===== config.mk =====
export PLATFORM = sky130hd
export DESIGN_NAME = out_channel_drain_flat
export DESIGN_NICKNAME = d
export VERILOG_FILES = /design/src/rtl/out_channel_pkg.sv /design/src/rtl/out_channel_drain_if.sv /design/src/rtl/out_channel_fifo.sv /design/src/rtl/out_channel_drain.sv /design/src/flat_wrapper.sv
export SDC_FILE = /design/constraint.sdc
export NUM_CORES = 1
export LEC_CHECK = 0
export CAP_MARGIN = 20
export CORE_MARGIN = 2
export CORE_UTILIZATION = 34
export CTS_CLUSTER_DIAMETER = 100
export DETAILED_ROUTE_END_ITERATION = 10
export PLACE_DENSITY = 0.56
export SYNTH_ARGS = -nofsm -noshare
export SYNTH_HDL_FRONTEND = slang
export SYNTH_HIERARCHICAL = 1
export SYNTH_SLANG_ARGS = --single-unit

===== constraint.sdc =====
create_clock -name clock -period 3.8 [get_ports clock]
set_clock_uncertainty 0.05 [all_clocks]
set_input_delay 0.95 -clock clock [delete_from_list [all_inputs] [get_ports clock]]
set_output_delay 0.95 -clock clock [all_outputs]
set_load 0.02 [all_outputs]

===== src/rtl/out_channel_pkg.sv =====
// Shared types for the out-channel drain.
// Contents: the channel word type, the drain state type and its encoding constants.
package out_channel_pkg;

  localparam int unsigned MemoryElementWidth = 12;

  typedef logic [MemoryElementWidth-1:0] word_t;

  // Fixed encodings so the state can be read from a waveform or a legacy register map.
  localparam logic [1:0] STATE_RUN   = 2'd0;
  localparam logic [1:0] STATE_FLUSH = 2'd1;
  localparam logic [1:0] STATE_DONE  = 2'd2;

  typedef enum logic [1:0] {
    RUN   = STATE_RUN,
    FLUSH = STATE_FLUSH,
    DONE  = STATE_DONE
  } drain_state_t;

endpackage


===== src/rtl/out_channel_drain_if.sv =====
// Handshake bundle between the machine/host side and the drain.
//   out_valid/out_data/out_ready    : machine -> drain word channel
//   host_valid/host_data/host_ready : drain -> host show-ahead read channel
// The master modport belongs to the environment (machine and host), and the slave modport belongs to the drain.
interface out_channel_drain_if
  import out_channel_pkg::*;
();
  logic  out_valid;
  word_t out_data;
  logic  out_ready;
  logic  host_valid;
  word_t host_data;
  logic  host_ready;

  modport master (output out_valid, out_data, host_ready,
                  input  out_ready, host_valid, host_data);
  modport slave  (input  out_valid, out_data, host_ready,
                  output out_ready, host_valid, host_data);
endinterface


===== src/rtl/out_channel_fifo.sv =====
// Circular word buffer with show-ahead read and non-power-of-two depth.
//   clock, reset  : posedge clock, async active-high reset
//   push/wr_data  : write one word (the caller guarantees !full)
//   pop           : retire rd_data (the caller guarantees !empty)
//   rd_data       : oldest stored word
//   full, empty, count : occupancy
module out_channel_fifo
  import out_channel_pkg::*;
#(
  parameter int unsigned Depth = 100
) (
  input  logic                       clock,
  input  logic                       reset,
  input  logic                       push,
  input  logic                       pop,
  input  word_t                      wr_data,
  output word_t                      rd_data,
  output logic                       full,
  output logic                       empty,
  output logic [$clog2(Depth+1)-1:0] count
);
  localparam int unsigned PtrW = (Depth > 1) ? $clog2(Depth) : 1;
  localparam int unsigned CntW = $clog2(Depth + 1);

  word_t           mem_q [Depth];
  logic [PtrW-1:0] wr_ptr_q, wr_ptr_d;
  logic [PtrW-1:0] rd_ptr_q, rd_ptr_d;
  logic [CntW-1:0] count_q, count_d;

  // The pointers wrap explicitly because Depth need not be a power of two.
  function automatic logic [PtrW-1:0] ptr_inc(input logic [PtrW-1:0] p);
    return (p == PtrW'(Depth - 1)) ? '0 : p + PtrW'(1);
  endfunction

  // Next-state logic for the pointers and the occupancy count.
  always_comb begin
    wr_ptr_d = wr_ptr_q;
    rd_ptr_d = rd_ptr_q;
    count_d  = count_q;
    if (push) wr_ptr_d = ptr_inc(wr_ptr_q);
    if (pop)  rd_ptr_d = ptr_inc(rd_ptr_q);
    case ({push, pop})
      2'b10:   count_d = count_q + CntW'(1);
      2'b01:   count_d = count_q - CntW'(1);
      default: count_d = count_q;
    endcase
  end

  always_ff @(posedge clock or posedge reset) begin
    if (reset) begin
      wr_ptr_q <= '0;
      rd_ptr_q <= '0;
      count_q  <= '0;
    end else begin
      wr_ptr_q <= wr_ptr_d;
      rd_ptr_q <= rd_ptr_d;
      count_q  <= count_d;
    end
  end

  // The storage array has no reset; an entry is only read after it has been written.
  always_ff @(posedge clock) begin
    if (push) mem_q[wr_ptr_q] <= wr_data;
  end

  assign rd_data = mem_q[rd_ptr_q];
  assign full    = (count_q == CntW'(Depth));
  assign empty   = (count_q == '0);
  assign count   = count_q;

endmodule


===== src/rtl/out_channel_drain.sv =====
// Consumer end of a test program's out channel.
// This module buffers words from the machine, presents them to the host, and reports completion and success.
//   clock, reset   : posedge clock, async active-high reset
//   ch (slave)     : out_* word channel from the machine and host_* read channel to the host
//   prog_finished  : machine halted (level; only its first assertion in RUN counts)
//   words_total    : words accepted since reset (saturating)
//   overflow       : sticky, the machine offered a word while the buffer was full in RUN
//   finished       : the program has finished and the buffer is drained
//   success        : the program passed (meaningful only while finished=1)
// Optional macro OUT_CHANNEL_COMPARE_EN adds the ports exp_index, exp_data, mismatch and first_bad.
// With it, each accepted word is checked against a host-supplied expected word.
module out_channel_drain
  import out_channel_pkg::*;
#(
  parameter int unsigned NOut          = 100,
  parameter int unsigned ExpectedCount = 1,
  parameter int unsigned CountWidth    = 16
) (
  input  logic                  clock,
  input  logic                  reset,
  out_channel_drain_if.slave    ch,
  input  logic                  prog_finished,
  output logic [CountWidth-1:0] words_total,
  output logic                  overflow,
  output logic                  finished,
  output logic                  success
`ifdef OUT_CHANNEL_COMPARE_EN
  ,
  output logic [CountWidth-1:0] exp_index,
  input  word_t                 exp_data,
  output logic                  mismatch,
  output logic [CountWidth-1:0] first_bad
`endif
);
  localparam int unsigned CntW = $clog2(NOut + 1);

  drain_state_t          state_q, state_d;
  logic [CountWidth-1:0] words_total_q, words_total_d;
  logic                  overflow_q, overflow_d;
  logic                  finished_q, finished_d;
  logic                  success_q, success_d;
  logic                  fifo_full, fifo_empty;
  logic [CntW-1:0]       fifo_count;
  word_t                 fifo_rd_data;
  logic                  push, pop;
  logic                  cmp_ok;

  assign ch.out_ready  = (state_q == RUN) && !fifo_full;
  assign ch.host_valid = !fifo_empty;
  assign ch.host_data  = fifo_rd_data;
  assign push          = ch.out_valid && ch.out_ready;
  assign pop           = ch.host_valid && ch.host_ready;

  out_channel_fifo #(.Depth(NOut)) u_fifo (
    .clock   (clock),
    .reset   (reset),
    .push    (push),
    .pop     (pop),
    .wr_data (ch.out_data),
    .rd_data (fifo_rd_data),
    .full    (fifo_full),
    .empty   (fifo_empty),
    .count   (fifo_count)
  );

`ifdef OUT_CHANNEL_COMPARE_EN
  logic                  mismatch_q, mismatch_d;
  logic [CountWidth-1:0] first_bad_q, first_bad_d;

  // Check each accepted word, and keep the index of the first word that differs.
  always_comb begin
    mismatch_d  = mismatch_q;
    first_bad_d = first_bad_q;
    if (push && (ch.out_data != exp_data)) begin
      mismatch_d = 1'b1;
      if (!mismatch_q) first_bad_d = words_total_q;
    end
  end

  always_ff @(posedge clock or posedge reset) begin
    if (reset) begin
      mismatch_q  <= 1'b0;
      first_bad_q <= '0;
    end else begin
      mismatch_q  <= mismatch_d;
      first_bad_q <= first_bad_d;
    end
  end

  assign exp_index = words_total_q;
  assign mismatch  = mismatch_q;
  assign first_bad = first_bad_q;
  assign cmp_ok    = !mismatch_d;
`else
  assign cmp_ok    = 1'b1;
`endif

  // Drain FSM, counters and status flags.
  always_comb begin
    state_d       = state_q;
    words_total_d = words_total_q;
    overflow_d    = overflow_q;
    finished_d    = finished_q;
    success_d     = success_q;

    if (push && (words_total_q != '1)) words_total_d = words_total_q + CountWidth'(1);
    if ((state_q == RUN) && ch.out_valid && fifo_full) overflow_d = 1'b1;

    case (state_q)
      RUN:     if (prog_finished) state_d = FLUSH;
      // No pushes happen in FLUSH, so the buffer empties when it is already empty or its last word is popped.
      FLUSH:   if (fifo_empty || ((fifo_count == CntW'(1)) && pop)) state_d = DONE;
      DONE:    state_d = DONE;
      default: state_d = RUN;
    endcase

    // The verdict is captured once on entry to DONE and then held until reset.
    if ((state_d == DONE) && (state_q != DONE)) begin
      finished_d = 1'b1;
      success_d  = (words_total_d == CountWidth'(ExpectedCount)) && !overflow_d && cmp_ok;
    end
  end

  always_ff @(posedge clock or posedge reset) begin
    if (reset) begin
      state_q       <= RUN;
      words_total_q <= '0;
      overflow_q    <= 1'b0;
      finished_q    <= 1'b0;
      success_q     <= 1'b0;
    end else begin
      state_q       <= state_d;
      words_total_q <= words_total_d;
      overflow_q    <= overflow_d;
      finished_q    <= finished_d;
      success_q     <= success_d;
    end
  end

  assign words_total = words_total_q;
  assign overflow    = overflow_q;
  assign finished    = finished_q;
  assign success     = success_q;

endmodule


===== src/flat_wrapper.sv =====
// flat-port wrapper written by rule: the top's interface ports become plain ports
module out_channel_drain_flat import out_channel_pkg::*;
#(
  parameter int unsigned NOut          = 100,
  parameter int unsigned ExpectedCount = 1,
  parameter int unsigned CountWidth    = 16
)
  (clock, reset, prog_finished, words_total, overflow, finished, success, ch_out_valid, ch_out_data, ch_host_ready, ch_out_ready, ch_host_valid, ch_host_data);
  out_channel_drain_if ch_i ();
  input  logic clock;
  input  logic reset;
  input  logic prog_finished;
  output logic [CountWidth-1:0] words_total;
  output logic overflow;
  output logic finished;
  output logic success;
  input wire logic [$bits(ch_i.out_valid)-1:0] ch_out_valid;
  input wire logic [$bits(ch_i.out_data)-1:0] ch_out_data;
  input wire logic [$bits(ch_i.host_ready)-1:0] ch_host_ready;
  output wire logic [$bits(ch_i.out_ready)-1:0] ch_out_ready;
  output wire logic [$bits(ch_i.host_valid)-1:0] ch_host_valid;
  output wire logic [$bits(ch_i.host_data)-1:0] ch_host_data;
  assign ch_i.out_valid = ch_out_valid;
  assign ch_i.out_data = ch_out_data;
  assign ch_i.host_ready = ch_host_ready;
  assign ch_out_ready = ch_i.out_ready;
  assign ch_host_valid = ch_i.host_valid;
  assign ch_host_data = ch_i.host_data;
  out_channel_drain #(.NOut(NOut), .ExpectedCount(ExpectedCount), .CountWidth(CountWidth)) u_core (.clock(clock), .reset(reset), .ch(ch_i), .prog_finished(prog_finished), .words_total(words_total), .overflow(overflow), .finished(finished), .success(success));
endmodule

==> out/qor.csv, run 1 <==
stage,metric,value,unit
die,# rows,139,
sta,fin. max-slew vios,0,
route,vias,25500,
global_routing,met1 GRT Util,23.6,%
route,ANT nets after route,0,
pwr,Comb power frac,34.7,%
pwr,Leakage,19.8,nW
sta,setup_tns,-8.80,ns
synth,syn_nets,2374,
pwr,pwr dens,714,nW/um^2
global_routing,pin count of the biggest net entering global routing,101,
sta,Fin Hold WS,0.444,ns
synth,"EDFF count, synth",1200,
route,drt wl/cell,26.6,um
sta,"Min Clock Period, post-route",4.58,ns
sta,final setup violation count,12,
critical_path,max incr delay on CP,0.65,ns
synth,ys flop type,edfxtp_1,
critical_path,CP arrival,3.58,ns
die,core area,143000,um^2
global_routing,met3 usage in global routing,3.26,%
critical_path,worst-path cell chain,"buf_6, mux4_1, and2_0, a2111oi_4, buf_4, a41oi_2, nand4_1, a211oi_2, buf_4, buf_6",
synth,Synth cell types,81,
place,Port Buffer Count,49,
pwr,switching portion of total power,30.7,%
pwr,switching pwr,13.4,mW
layout,Final #Nets,2856,
sta,Final Hold Vio Count,0,
place,Post-Place Cells,4569,
sta,Rel. slew slack,33.4,%
sta,Setup WS post-layout,-0.776,ns
synth,"Seq/Total Area, Yosys",75.6,%
critical_path,CP Launch Type,register,
status,status,"finished, violations left",
pwr,Seq pwr share,35.7,%
sta,Tcrit/Tclk final,120,%
critical_path,Crit. End Element,output pin,
critical_path,CP max stage cell,mux4_1,
clock_network,CTS Buffer Depth,3,
layout,final instance area,60900,um^2
layout,share of layout cells above drive strength 1,36.7,%
place,pre-CTS WS,-0.916,ns
pwr,peak supply drop,629,uV
synth,Synth Area in Compound Gates,2.93,%
hold_path,Hold Path Class,reg2reg,
global_routing,GRT Residual Overflow,0,
critical_path,Worst EP required,2.80,ns
route,Pre-Repair DR Iteration Count,5,
route,total routed wirelength,129000,um
clock_network,"Clk pin slew, worst setup/hold paths",0.06,ns
synth,Post-synth ARST share,3.38,%
die,chip height,384,um
die,I/O pin cnt,50,
clock_network,H-tree depth,4,
place,DP HPWL,80800,um
critical_path,"delay-heaviest family, CP",buffers and inverters,
clock_network,CTS Sinks,1242,
synth,post-synthesis register bit count,1242,
pwr,Clock power frac,29.6,%
global_routing,global route hottest layer,met2,
clock_network,Root Driver,clkbuf_16,
layout,fillers,12300,
job,Max Cap Viol,0,
synth,simple-gate share of the synthesized area,3.55,%
route,DRC Markers,0,
synth,proportion of synthesized area in mux cells,15.3,%
critical_path,Worst path depth,10,
place,gpl congestion,0.831,
status,failing checks,negative setup slack,
hold_path,Hold Path Depth,1,
synth,Post-Synth XOR/XNOR Area,0.428,%
place,Area after DPL,55100,um^2
synth,Post-Synth Adder-Cell Area,0.153,%
global_routing,number of global-route vias before repair,26400,
die,die area,147000,um^2
global_routing,initial antenna violation count,4,
synth,largest family of logic cells by synthesized area,multiplexers,
critical_path,Reg2Reg Depth,13,
critical_path,crit path buf inv count,4,
synth,mean area per synthesized cell,20.9,um^2
pwr,Internal Power,30.1,mW
critical_path,crit-path max FO,8,
global_routing,first-pass GRT wire length,187000,um
sta,fmax,219,MHz
clock_network,CTS Buf Count,133,
synth,Mapped Area,49100,um^2
die,Die Wd,384,um
route,vias per cell,5.26,
sta,RSZ-0062 raised after global routing,yes,
clock_network,Worst-Skew Late Latency,0.76,ns
layout,Layout Cells excl Fill,4850,
synth,Syn. warnings,6,
sta,actual slew at the worst max-slew pin,0.998,ns
route,Initial DRC Count,2545,
layout,Area Growth Syn to Fin,24.2,%
global_routing,met2 Usage GRT,29.2,%
die,Initial Util,34.2,%
critical_path,CP Class,reg2out,
clock_network,CTS tree,yes,
synth,Post-Synthesis Cells,2351,
global_routing,GRT Total Usage,17.6,%
==> through the flow <==
| step | util (%) | power (mW) |
|---|---|---|
| after floorplan | - | 23.1 |
| after global placement | 38.4 | 28.9 |
| after detailed placement | 38.4 | 29.0 |
| after CTS | 42.3 | 43.7 |
| after global routing | 42.5 | 45.0 |
| final | 42.5 | 43.5 |
==> synthesized netlist by cell type (4+ instances only) <==
cell type,instances,area [um^2]
nand3b_1,4,30.0
a2111oi_0,11,96.3
dfrtp_1,42,1050
mux4_2,276,6220
ha_1,6,75.1
o22ai_1,28,175
nor2_1,153,574
nand4_1,15,93.8
nor4_1,14,87.6
a21oi_1,26,130
a32oi_1,5,43.8
nand2_1,63,236
mux2_2,14,158
nand2b_1,5,31.3
buf_4,13,97.6
a211o_1,6,52.6
nor2b_1,20,125
a2111oi_2,4,60.1
nor3b_1,6,45.0
clkbuf_8,6,82.6
nor3_1,14,70.1
buf_1,4,15.0
or2_2,9,56.3
inv_1,9,33.8
edfxtp_1,1200,36000
clkbuf_1,42,158
buf_8,4,60.1
o221ai_1,9,78.8
a211oi_1,15,113
mux2i_1,70,701
o21ai_0,20,100
buf_2,28,140
nand3_1,25,125
a31oi_1,14,87.6
buf_6,26,293
o211ai_1,6,45.0
xor2_1,10,87.6
xnor2_1,14,123
a22oi_1,37,278
mux4_1,17,447
==> routing by layer <==
metal / part of all wire [%] / wire, um
met3: 5.7 / 7340
met2: 50 / 64100
met1: 42 / 54100
met4: 2.6 / 3300
met5: 0.018 / 23
==> layout by cell type (no fill, tap or decap), types with 9 or more instances in the layout <==
| cell | n |
|---|---|
| a2111oi_4 | 12 |
| a21oi_1 | 15 |
| a21oi_2 | 10 |
| a22oi_1 | 18 |
| a22oi_2 | 19 |
| buf_12 | 95 |
| buf_16 | 15 |
| buf_4 | 316 |
| buf_6 | 20 |
| bufinv_16 | 13 |
| clkbuf_1 | 25 |
| clkbuf_16 | 134 |
| clkdlybuf4s50_1 | 25 |
| clkinv_1 | 31 |
| clkinv_2 | 22 |
| dfrtp_1 | 37 |
| edfxtp_1 | 1200 |
| inv_1 | 9 |
| mux2_2 | 10 |
| mux2i_1 | 60 |
| mux4_1 | 10 |
| mux4_2 | 283 |
| nand2_1 | 55 |
| nand3_1 | 23 |
| nand4_1 | 15 |
| nor2_1 | 149 |
| nor2b_1 | 16 |
| nor3_1 | 12 |
| nor4_1 | 9 |
| o21ai_0 | 17 |
| o221ai_1 | 9 |
| o22ai_1 | 21 |
| or2_2 | 9 |
| xnor2_1 | 14 |
| xor2_1 | 10 |
==> power by group through the flow <==
stage                     registers [mW]  logic [mW]  clock network [mW]
final                               15.5        15.1                12.9
after global routing                15.6        15.8                13.7
after CTS                           15.5        15.1                13.1
after detailed placement            15.8        13.1                   0
after global placement              15.8        13.1                   0
after floorplan                     15.6        7.41                   0
==> cells by family (layout without fill, tap and decap cells) <==
kind of cell	count (synthesis)	after routing
other cells	0	3
xor+xnor	24	24
simple gates	361	361
fa+ha+maj	6	6
flops	1242	1242
buf+inv	140	733
compound gates	201	201
mux	377	377
==> final cells by class <==
cell class	instances	area (um^2)	share of cell area, %
flip-flops and latches	1242	37100	60.9
multi-input cells	969	11800	19.4
repair buffers	476	5260	8.62
clock buffers	159	3450	5.66
well taps	1903	2380	3.91
clock inverters	87	888	1.46
inverters	11	53.8	0.0883
diodes	3	7.51	0.0123
==> state kept, by name, indices dropped and copies added, names as in the netlist <==
| register | flops |
|---|---|
| u_core/finished | 1 |
| u_core/overflow | 1 |
| u_core/success | 1 |
| u_core/u_fifo/wr_ptr_q | 7 |
| u_core/u_fifo/mem_q | 1200 |
| u_core/state_q | 2 |
| u_core/words_total | 16 |
| u_core/u_fifo/rd_ptr_q | 7 |
| u_core/u_fifo/count | 7 |
==> repair_timing <==
item / 4_1_cts / 5_1_grt
setup buffers: 29 / 5
resized for setup: 225 / 33
hold buffers: 0 / 0
gates cloned: 7 / 0
endpoints found under the setup margin: 13 / 13
pin swaps: 34 / 22
==> worst paths after layout <==
kind                                                  startpoint                                     to  slack, ns
setup / recovery           u_core/u_fifo/rd_ptr_q[0]$_DFFE_PP0P_                        ch_host_data[6]      -0.78
hold / removal                       u_core/finished$_DFFE_PP0P_            u_core/finished$_DFFE_PP0P_       0.44
setup reg to reg              u_core/u_fifo/count[3]$_DFFE_PP0P_     u_core/u_fifo/count[4]$_DFFE_PP0P_       0.18
hold reg to reg                      u_core/finished$_DFFE_PP0P_            u_core/finished$_DFFE_PP0P_       0.44
max in group asynchronous                                  reset  u_core/u_fifo/wr_ptr_q[0]$_DFFE_PP0P_       2.40
min in group asynchronous                                  reset     u_core/u_fifo/count[6]$_DFFE_PP0P_       0.65
Note: power is estimated with default switching activity, not from simulation.
==> run 2: changes to the inputs <==
Settings changed: GPL_ROUTABILITY_DRIVEN set to 0.
==> results of run 2 <==
Final layout, timing and power as in run 1 (identical DEF).
==> run 3: changes to the inputs <==
Settings changed: CTS_BUF_LIST set to sky130_fd_sc_hd__clkbuf_8.
==> out/qor.csv, run 3 (same netlist as run 1, synthesis figures left out) <==
stage,metric,value,unit,change
global_routing,first-pass GRT wire length,189000,um,+0.59%
global_routing,GRT Residual Overflow,0,,unchanged
clock_network,CTS Buffer Depth,3,,unchanged
sta,"Min Clock Period, post-route",4.76,ns,+0.182 ns
critical_path,CP Launch Type,register,,
die,chip height,384,um,unchanged
sta,Tcrit/Tclk final,125,%,+4.8 points
route,wl on met1,53800,um,-0.71%
route,top sig layer,met5,,
global_routing,number of global-route vias before repair,26900,,+1.9%
sta,Rel. slew slack,33.5,%,about the same
layout,footprint of the multi-input gates,12000,um^2,+1.3%
critical_path,Worst EP required,2.80,ns,about the same
layout,largest register by flop count,u_core/u_fifo/mem_q,,
place,Area after DPL,55100,um^2,unchanged
layout,most common library cell in the layout ignoring fill and taps,edfxtp_1,,
layout,most frequent cells in the layout,"edfxtp_1 (1,200), buf_4 (323), mux4_2 (283)",,
sta,fin. max-slew vios,0,,unchanged
route,drt wl/cell,26.0,um,-2.1%
die,Initial Util,34.2,%,unchanged
route,vias,25900,,+1.5%
layout,share of layout cells above drive strength 1,38.3,%,+1.6 points
route,ANT nets after route,0,,unchanged
global_routing,GRT Total Usage,17.7,%,+0.13 points
die,Die Wd,384,um,unchanged
route,Initial DRC Count,2615,,+2.8%
hold_path,min-delay src,ch_out_data[5],,
status,status,"finished, violations left",,
clock_network,CTS Sinks,1242,,unchanged
sta,Setup WS post-layout,-0.958,ns,-0.182 ns
sta,final setup violation count,12,,unchanged
pwr,Pwr Total,42.3,mW,-2.7%
layout,Layout Cells excl Fill,4996,,+3.0%
critical_path,CP arrival,3.76,ns,+0.18 ns
pwr,Leakage,20.0,nW,+1.4%
die,die area,147000,um^2,unchanged
clock_network,H-tree depth,4,,unchanged
sta,Final Hold Vio Count,0,,unchanged
pwr,pwr dens,694,nW/um^2,-2.7%
route,Pre-Repair DR Iteration Count,7,,+2
critical_path,CP Class,reg2out,,
global_routing,pin count of the biggest net entering global routing,101,,unchanged
critical_path,Worst Setup SP,u_core/u_fifo/rd_ptr_q[0]$_DFFE_PP0P_,,
layout,fin util,42.5,%,about the same
route,met3 WL post-DR,8310,um,+13%
job,Max Cap Viol,0,,unchanged
critical_path,Crit. End Element,output pin,,
die,core area,143000,um^2,unchanged
place,Post-Place Cells,4569,,unchanged
clock_network,Worst-Skew Late Latency,0.90,ns,+0.14 ns
die,# rows,139,,unchanged
hold_path,Hold Path Class,in2reg,,
layout,fillers,12400,,+1.2%
sta,fmax,210,MHz,-3.8%
status,failing checks,negative setup slack,,
sta,RSZ-0062 raised after global routing,yes,,
route,DRC Markers,0,,unchanged
sta,actual slew at the worst max-slew pin,0.998,ns,-0.000257 ns
clock_network,"Hold-fix buffers, CTS",0,,unchanged
route,vias per cell,5.19,,-1.5%
critical_path,reg2reg start,u_core/u_fifo/count[3]$_DFFE_PP0P_,,
layout,max reg flops,1200,,unchanged
critical_path,crit-path max FO,8,,unchanged
layout,Final #Nets,2944,,+3.1%
route,total routed wirelength,130000,um,+0.89%
die,I/O pin cnt,50,,unchanged
clock_network,CTS tree,yes,,
place,DP HPWL,80800,um,unchanged
layout,register area,37100,um^2,unchanged
route,met2 WL post-DR,64800,um,+1.2%
global_routing,initial antenna violation count,5,,+1
clock_network,CTS Buf Count,200,,+50%
clock_network,"Clk pin slew, worst setup/hold paths",0.06,ns,about the same
place,Port Buffer Count,49,,unchanged
layout,final instance area,60900,um^2,about the same
clock_network,Root Driver,clkbuf_8,,
layout,Area Growth Syn to Fin,24.2,%,about the same
pwr,peak supply drop,595,uV,-5.4%
[run 3: cell type report]
cell class	count	share of cell area, %
flip-flops and latches	1242	60.9
multi-input cells	969	19.6
repair buffers	497	9.15
clock buffers	208	4.70
well taps	1903	3.91
clock inverters	164	1.63
inverters	11	0.0883
diodes	2	0.00821
[run 3: final timing paths]
check                                                        endpoint  cells past startpoint  slack [ns]
worst max-delay path                                  ch_host_data[3]                     12       -0.96
worst min-delay path             u_core/u_fifo/mem_q[80][5]$_DFFE_PP_                      1        0.40
worst max register to register     u_core/u_fifo/count[4]$_DFFE_PP0P_                     13        0.18
worst min register to register            u_core/finished$_DFFE_PP0P_                      1        0.44
max in group asynchronous       u_core/u_fifo/wr_ptr_q[3]$_DFFE_PP0P_                      3        2.53
min in group asynchronous       u_core/u_fifo/rd_ptr_q[1]$_DFFE_PP0P_                      2        0.52
[run 3: stage by stage]
| stage | setup TNS [ns] | hold WS [ns] | setup slack [ns] |
|---|---|---|---|
| final | -10.21 | 0.403 | -0.958 |
| after global routing | -11.85 | 0.326 | -1.07 |
| after CTS | -11.59 | 0.387 | -1.03 |
| after detailed placement | -18.97 | 0.430 | -0.916 |
| after global placement | -20.56 | 0.425 | -0.957 |
| after floorplan | 0 | 0.423 | 0.119 |
[run 3: critical path, stage by stage, from the launching register on]
cell     delay [ns]
dfrtp_4        0.52
buf_12         0.17
buf_16         0.17
buf_16         0.17
buf_12         0.14
buf_4          0.14
mux4_2         0.36
mux2i_1        0.13
a22oi_1        0.18
buf_4          0.17
nand4_1        0.12
nor3_2         0.34
buf_4          0.21
[run 3: timing repair]
item | 4_1_cts | 5_1_grt
pin swaps | 35 | 33
setup buffers | 28 | 23
cloned | 8 | 0
setup endpoints to repair | 13 | 13
resized for setup | 216 | 85
[run 3: layer usage]
layer  track usage (%)  up-vias
met5                 0        -
met4              5.69        4
met3              3.62      184
met2              29.3      902
met1              23.4    13800
li1                  -    11000
[run 3: report_power, final]
| group | internal [mW] | switching [mW] |
|---|---|---|
| clock network | 5.68 | 5.35 |
| registers | 15.2 | 0.340 |
| logic | 7.92 | 7.81 |
| total | 28.8 | 13.5 |
